<file path="src/rtl/management_wishbone_bridge_if.sv">
// Wishbone classic master bus bundle used by the management bridge.
//   master modport : drives cyc/stb/we/sel/adr/dat_o, receives dat_i/ack/err
//   slave modport  : the mirror view for a Wishbone target (or a bench)
// Signal names keep the Wishbone _o/_i suffixes as seen from the master.
interface management_wishbone_bridge_if;
  logic        wb_cyc_o;
  logic        wb_stb_o;
  logic        wb_we_o;
  logic [3:0]  wb_sel_o;
  logic [31:0] wb_adr_o;
  logic [31:0] wb_dat_o;
  logic [31:0] wb_dat_i;
  logic        wb_ack_i;
  logic        wb_err_i;

  modport master (
    output wb_cyc_o, wb_stb_o, wb_we_o, wb_sel_o, wb_adr_o, wb_dat_o,
    input  wb_dat_i, wb_ack_i, wb_err_i
  );

  modport slave (
    input  wb_cyc_o, wb_stb_o, wb_we_o, wb_sel_o, wb_adr_o, wb_dat_o,
    output wb_dat_i, wb_ack_i, wb_err_i
  );
endinterface

</file>
<file path="src/rtl/management_wishbone_bridge.sv">
// Bridge from the single-cycle JTAG management request port to a Wishbone
// classic master. One transaction is outstanding at a time; requests that
// arrive while busy are dropped and flagged as overrun.
// Ports:
//   clk, rst          : clock, synchronous active-high reset
//   mgmt_enable       : request strobe; writeEnable/byteSelect/address/
//                       writeData are sampled with it
//   mgmt_readData     : last read result (0xFFFF_FFFF on error/timeout)
//   mgmt_readValid    : one-cycle pulse when mgmt_readData updates
//   mgmt_busy         : request latched / Wishbone cycle open
//   mgmt_status       : sticky {overrun, busError}; mgmt_statusClear clears
//   wb                : Wishbone master bundle
module management_wishbone_bridge #(
  parameter logic [31:0] BASE_ADDRESS   = 32'h3000_0000,
  parameter int          TIMEOUT_CYCLES = 255
) (
  input  logic        clk,
  input  logic        rst,
  input  logic        mgmt_enable,
  input  logic        mgmt_writeEnable,
  input  logic [3:0]  mgmt_byteSelect,
  input  logic [19:0] mgmt_address,
  input  logic [31:0] mgmt_writeData,
  output logic [31:0] mgmt_readData,
  output logic        mgmt_readValid,
  output logic        mgmt_busy,
  output logic [1:0]  mgmt_status,
  input  logic        mgmt_statusClear,
  management_wishbone_bridge_if.master wb
);

  // The counter holds the number of BUS cycles already completed, so the
  // limit is reached at the closing edge of the cycle where it equals N-1.
  localparam logic [7:0] TIMEOUT_LAST = 8'(TIMEOUT_CYCLES - 1);

  typedef enum logic {IDLE, BUS} state_t;

  state_t      state;
  logic [7:0]  cycleCount;
  logic        cycReg;
  logic        weReg;
  logic [3:0]  selReg;
  logic [31:0] adrReg;
  logic [31:0] datReg;

  logic        timeoutHit;
  logic        termDone;
  logic        termFail;
  logic        setOverrun;
  logic        setBusError;
  logic [1:0]  statusNext;

  // An all-zero lane mask would select nothing; treat it as a full word.
  function automatic logic [3:0] laneMask(input logic [3:0] sel);
    return (sel == 4'h0) ? 4'hF : sel;
  endfunction

  function automatic logic [31:0] busAddress(input logic [19:0] wordAddr);
    return {BASE_ADDRESS[31:22], wordAddr, 2'b00};
  endfunction

  always_comb begin
    timeoutHit  = (cycleCount == TIMEOUT_LAST);
    // Ack or err in the timeout cycle wins over the timeout itself.
    termDone    = wb.wb_ack_i || wb.wb_err_i || timeoutHit;
    termFail    = wb.wb_err_i || (!wb.wb_ack_i && timeoutHit);
    setOverrun  = (state == BUS) && mgmt_enable;
    setBusError = (state == BUS) && termFail;
    // Set beats clear when both happen in the same cycle.
    statusNext  = mgmt_statusClear ? 2'b00 : mgmt_status;
    statusNext  = statusNext | {setOverrun, setBusError};
  end

  always_ff @(posedge clk) begin
    if (rst) begin
      state          <= IDLE;
      cycleCount     <= 8'd0;
      cycReg         <= 1'b0;
      weReg          <= 1'b0;
      selReg         <= 4'h0;
      adrReg         <= 32'h0;
      datReg         <= 32'h0;
      mgmt_readData  <= 32'h0;
      mgmt_readValid <= 1'b0;
      mgmt_status    <= 2'b00;
    end else begin
      mgmt_readValid <= 1'b0;
      mgmt_status    <= statusNext;
      unique case (state)
        IDLE: begin
          if (mgmt_enable) begin
            state      <= BUS;
            cycleCount <= 8'd0;
            cycReg     <= 1'b1;
            weReg      <= mgmt_writeEnable;
            selReg     <= laneMask(mgmt_byteSelect);
            adrReg     <= busAddress(mgmt_address);
            datReg     <= mgmt_writeEnable ? mgmt_writeData : 32'h0;
          end
        end
        BUS: begin
          if (termDone) begin
            state      <= IDLE;
            cycleCount <= 8'd0;
            cycReg     <= 1'b0;
            weReg      <= 1'b0;
            selReg     <= 4'h0;
            adrReg     <= 32'h0;
            datReg     <= 32'h0;
            if (!weReg) begin
              mgmt_readValid <= 1'b1;
              mgmt_readData  <= termFail ? 32'hFFFF_FFFF : wb.wb_dat_i;
            end
          end else begin
            cycleCount <= cycleCount + 8'd1;
          end
        end
        default: state <= IDLE;
      endcase
    end
  end

  assign wb.wb_cyc_o = cycReg;
  assign wb.wb_stb_o = cycReg;
  assign wb.wb_we_o  = weReg;
  assign wb.wb_sel_o = selReg;
  assign wb.wb_adr_o = adrReg;
  assign wb.wb_dat_o = datReg;
  assign mgmt_busy   = cycReg;

endmodule

</file>
<file path="src/flat_wrapper.sv">
// flat-port wrapper written by rule: the top's interface ports become plain ports
module management_wishbone_bridge_flat 
#(
  parameter logic [31:0] BASE_ADDRESS   = 32'h3000_0000,
  parameter int          TIMEOUT_CYCLES = 255
)
  (clk, rst, mgmt_enable, mgmt_writeEnable, mgmt_byteSelect, mgmt_address, mgmt_writeData, mgmt_readData, mgmt_readValid, mgmt_busy, mgmt_status, mgmt_statusClear, wb_wb_cyc_o, wb_wb_stb_o, wb_wb_we_o, wb_wb_sel_o, wb_wb_adr_o, wb_wb_dat_o, wb_wb_dat_i, wb_wb_ack_i, wb_wb_err_i);
  management_wishbone_bridge_if wb_i ();
  input  logic clk;
  input  logic rst;
  input  logic mgmt_enable;
  input  logic mgmt_writeEnable;
  input  logic [3:0] mgmt_byteSelect;
  input  logic [19:0] mgmt_address;
  input  logic [31:0] mgmt_writeData;
  output logic [31:0] mgmt_readData;
  output logic mgmt_readValid;
  output logic mgmt_busy;
  output logic [1:0] mgmt_status;
  input  logic mgmt_statusClear;
  output wire logic [$bits(wb_i.wb_cyc_o)-1:0] wb_wb_cyc_o;
  output wire logic [$bits(wb_i.wb_stb_o)-1:0] wb_wb_stb_o;
  output wire logic [$bits(wb_i.wb_we_o)-1:0] wb_wb_we_o;
  output wire logic [$bits(wb_i.wb_sel_o)-1:0] wb_wb_sel_o;
  output wire logic [$bits(wb_i.wb_adr_o)-1:0] wb_wb_adr_o;
  output wire logic [$bits(wb_i.wb_dat_o)-1:0] wb_wb_dat_o;
  input wire logic [$bits(wb_i.wb_dat_i)-1:0] wb_wb_dat_i;
  input wire logic [$bits(wb_i.wb_ack_i)-1:0] wb_wb_ack_i;
  input wire logic [$bits(wb_i.wb_err_i)-1:0] wb_wb_err_i;
  assign wb_wb_cyc_o = wb_i.wb_cyc_o;
  assign wb_wb_stb_o = wb_i.wb_stb_o;
  assign wb_wb_we_o = wb_i.wb_we_o;
  assign wb_wb_sel_o = wb_i.wb_sel_o;
  assign wb_wb_adr_o = wb_i.wb_adr_o;
  assign wb_wb_dat_o = wb_i.wb_dat_o;
  assign wb_i.wb_dat_i = wb_wb_dat_i;
  assign wb_i.wb_ack_i = wb_wb_ack_i;
  assign wb_i.wb_err_i = wb_wb_err_i;
  management_wishbone_bridge #(.BASE_ADDRESS(BASE_ADDRESS), .TIMEOUT_CYCLES(TIMEOUT_CYCLES)) u_core (.clk(clk), .rst(rst), .mgmt_enable(mgmt_enable), .mgmt_writeEnable(mgmt_writeEnable), .mgmt_byteSelect(mgmt_byteSelect), .mgmt_address(mgmt_address), .mgmt_writeData(mgmt_writeData), .mgmt_readData(mgmt_readData), .mgmt_readValid(mgmt_readValid), .mgmt_busy(mgmt_busy), .mgmt_status(mgmt_status), .mgmt_statusClear(mgmt_statusClear), .wb(wb_i));
endmodule
</file>
<file path="config.mk">
export PLATFORM = sky130hd
export DESIGN_NAME = management_wishbone_bridge_flat
export DESIGN_NICKNAME = d
export VERILOG_FILES = /design/src/rtl/management_wishbone_bridge_if.sv /design/src/rtl/management_wishbone_bridge.sv /design/src/flat_wrapper.sv
export SDC_FILE = /design/constraint.sdc
export NUM_CORES = 1
export LEC_CHECK = 0
export ABC_AREA = 1
export CORE_ASPECT_RATIO = 1.5
export CORE_MARGIN = 4
export CORE_UTILIZATION = 38
export CTS_BUF_LIST = sky130_fd_sc_hd__clkbuf_2 sky130_fd_sc_hd__clkbuf_4 sky130_fd_sc_hd__clkbuf_8
export CTS_CLUSTER_DIAMETER = 150
export DETAILED_ROUTE_END_ITERATION = 10
export PLACE_DENSITY_LB_ADDON = 0.15
export SETUP_SLACK_MARGIN = 0.15
export SLEW_MARGIN = 30
export SYNTH_ARGS = -nofsm -noshare
export SYNTH_HDL_FRONTEND = slang
export SYNTH_SLANG_ARGS = --single-unit
</file>
<file path="constraint.sdc">
create_clock -name clk -period 1.3 [get_ports clk]
set_input_delay 0.39 -clock clk [delete_from_list [all_inputs] [get_ports clk]]
set_output_delay 0.39 -clock clk [all_outputs]
set_load 0.1 [all_outputs]
</file>
==> impl_metrics.json <==
{
  "r2r.worst_path.cells": 10,
  "io_pins": 202,
  "fin_total_pwr_w": 0.00897,
  "ant_nets": 0,
  "cts_root_buf": "clkbuf_8",
  "synthFlopType": "dfxtp_1",
  "grt_pass1_wl_um": 21100,
  "power.share.clock_pct": 24.0,
  "clock-sinks": 102,
  "p_int_w": 0.00559,
  "cts_htree_levels": 3,
  "dp.cells": 906,
  "clockBufferDepth": 2,
  "setup_ws_ns": -0.297,
  "drive_gt1_share_pct": 53.8,
  "fin_skew_ns": 0.0141,
  "ys_ff_latch": 102,
  "routed-via-count": 4687,
  "startpoint": "u_core.cycleCount[0]",
  "wl_met3_um": 1130,
  "synth.most_common_cell": "nand2_1",
  "period_share_pct": 123,
  "groute.usage.overall_pct": 21.2,
  "final_cells": 983,
  "drc": 0,
  "layout_min_cycle_time_ns": 1.60,
  "cts_tree": "built",
  "numCtsBuffers": 9,
  "dr_wl_met2_um": 9370,
  "p_leak_nw": 4.16,
  "io_buffers": 191,
  "synth.distinct_cells": 23,
  "min-delay-start": "rst",
  "arrival_ns": 1.89,
  "clk_pin_slew_ns": 0.09,
  "max_freq_mhz": 626,
  "rows": 46,
  "first_pass_iters": 5,
  "clock_latency_ns": 0.38,
  "whs_path_depth": 4,
  "synth_top_area_cell": "dfxtp_1",
  "area_growth_pct": 121,
  "n_antenna_cell": 0,
  "rsz0062_at_grt": "true",
  "synth_cells": 572,
  "setup_viol": 181,
  "hold_buffers": 0,
  "overflow": 0,
  "dieArea_um2": 12500,
  "die_h_um": 135,
  "die_w_um": 92.8,
  "syn-cell-area_um2": 4100,
  "endpoint_kind": "flop",
  "drt-met1-wl_um": 5820,
  "synth-async-reset-ratio_pct": 0,
  "hold_class": "input port to flop",
  "p_sw_w": 0.00338,
  "p_seq_share_pct": 38.4,
  "core_um2": 10500,
  "switching_share_pct": 37.7,
  "top_layer": "met4",
  "avgSynthCellArea_um2": 7.16,
  "hold_viol": 0,
  "criticalPathCategory": "flop to flop",
  "combPwrFrac_pct": 37.6,
  "violations": "negative setup slack",
  "grt_start_max_net_pins": 33,
  "critPathMaxFanout": 8,
  "status": "complete, but fails checks",
  "viasPerCell": 4.77,
  "start_util_pct": 38.9,
  "synth_edf_count": 0,
  "drt-initial-drc-count": 103,
  "power_density_nw_per_um2": 991,
  "grt_pass1_vias": 4385,
  "critPathLaunchType": "flop",
  "cap_violations": 0,
  "ys_warn_count": 0,
  "cp.required_ns": 1.59,
  "wl_um": 17200,
  "yosysSeqAreaShare_pct": 49.8,
  "wl_per_cell_um": 17.5,
  "yosys-top-cells-count": "207 x nand2_1, 102 x dfxtp_1, 79 x nor2_1",
  "nets": 931,
  "synth_area_leaders": "dfxtp_1 50%, nand2_1 19%, a21oi_1 8.2%, nor2_1 7.2%, inv_1 4.3%",
  "r2r_start": "u_core.cycleCount[0]",
  "vdd_drop_max_mv": 0.748,
  "synth_top_cell_area_share_pct": 49.8,
  "timing_max_transition_violations_final": 0,
  "gp_congestion": 0.795,
  "antenna_found_initial": 0,
  "post-dp-hpwl_um": 9860
}
==> critical path, cell delays in order, from the launching register on <==
cell and delay [ns]:
dfxtp_2 0.35, inv_2 0.06, ha_4 0.16, nand2_2 0.05, nor2_2 0.04, nand2_2 0.13, nand3_4 0.13, nand2_8 0.19
clkbuf_16 0.22, nand2_2 0.06, a21oi_1 0.14
==> power by group through the flow <==
stage / combinational [W] / clock (W) / sequential (W)
final: 0.00337 / 0.00216 / 0.00344
after detailed placement: 0.00285 / 0 / 0.00356
after global routing: 0.00348 / 0.00230 / 0.00346
after global placement: 0.00281 / 0 / 0.00355
after CTS: 0.00300 / 0.00219 / 0.00348
after floorplan: 0.000660 / 0 / 0.00459
==> timing repair <==
item | in CTS | in global routing
pin swaps | 1 | 22
gates resized for setup | 64 | 190
cloned | 3 | 4
setup buffers | 17 | 37
endpoints found under the setup margin | 198 | 198
==> metal layers <==
metal | track usage, % | vias up
met5 | 0 | -
met4 | 10.1 | 0
met3 | 6.89 | 60
met2 | 39.8 | 196
met1 | 20.5 | 2191
li1 | - | 2240
==> sequential cells by signal, indices dropped and copies added, names as in the netlist <==
name                   count
u_core.mgmt_readValid      1
u_core.wb.wb_dat_o        32
u_core.wb.wb_sel_o         4
u_core.cycleCount          8
u_core.state               1
u_core.wb.wb_we_o          1
u_core.mgmt_readData      32
u_core.mgmt_status         2
u_core.wb.wb_adr_o        21
==> through the flow <==
stage,worst slack [ns],cell area (um^2),TNS (ns),utilization (%),hold WS (ns)
2_1_floorplan,-0.0800,4340,-1.49,-,0.465
3_3_place_gp,-0.466,7380,-43.05,70.1,0.466
3_5_place_dp,-0.494,7380,-44.36,70.1,0.471
4_1_cts,-0.176,8010,-15.85,76.1,0.412
5_1_grt,-0.354,9050,-31.31,85.9,0.477
6_report,-0.297,9050,-21.68,85.9,0.455
==> layout make-up <==
class                           count  area, um^2
Timing Repair Buffer              285        3820
Clock buffer                       12         159
Clock inverter                      4        55.1
Multi-Input combinational cell    386        2360
Inverter                           50         188
Fill cell                         516        1480
Tap cell                          144         180
Sequential cell                   102        2280
==> cells by family after synthesis <==
family / Yosys count / share of synthesized area [%]
xor gates and xnor gates: 2 / 0.428
adders and majority gates: 2 / 0.611
AOI/OAI and AO/OA: 71 / 8.67
buffers and inverters: 93 / 11.1
other: 1 / 0.0915
and+or+nand+nor: 301 / 29.2
DFF: 102 / 49.8
==> placed cells by master, fill, tap and decap left out, drive strengths merged <==
master         instances
nand3                  5
xor2                   1
inv                   49
clkinvlp               1
clkdlybuf4s50         93
nor2                  82
a21oi                 67
xnor2                  1
clkbuf                16
nand2                211
buf                  188
o21ai                  4
clkinv                 3
nand4                  2
conb                  10
nand3b                 1
dfxtp                102
bufinv                 1
ha                     2
==> worst paths after layout <==
path                               to  slack (ns)
max            u_core.wb.wb_dat_o[27]       -0.30
max reg2reg    u_core.wb.wb_dat_o[27]       -0.30
min          u_core.mgmt_readData[25]        0.46
min reg2reg     u_core.mgmt_status[1]        0.49
Power figures use the tool's default switching activity.
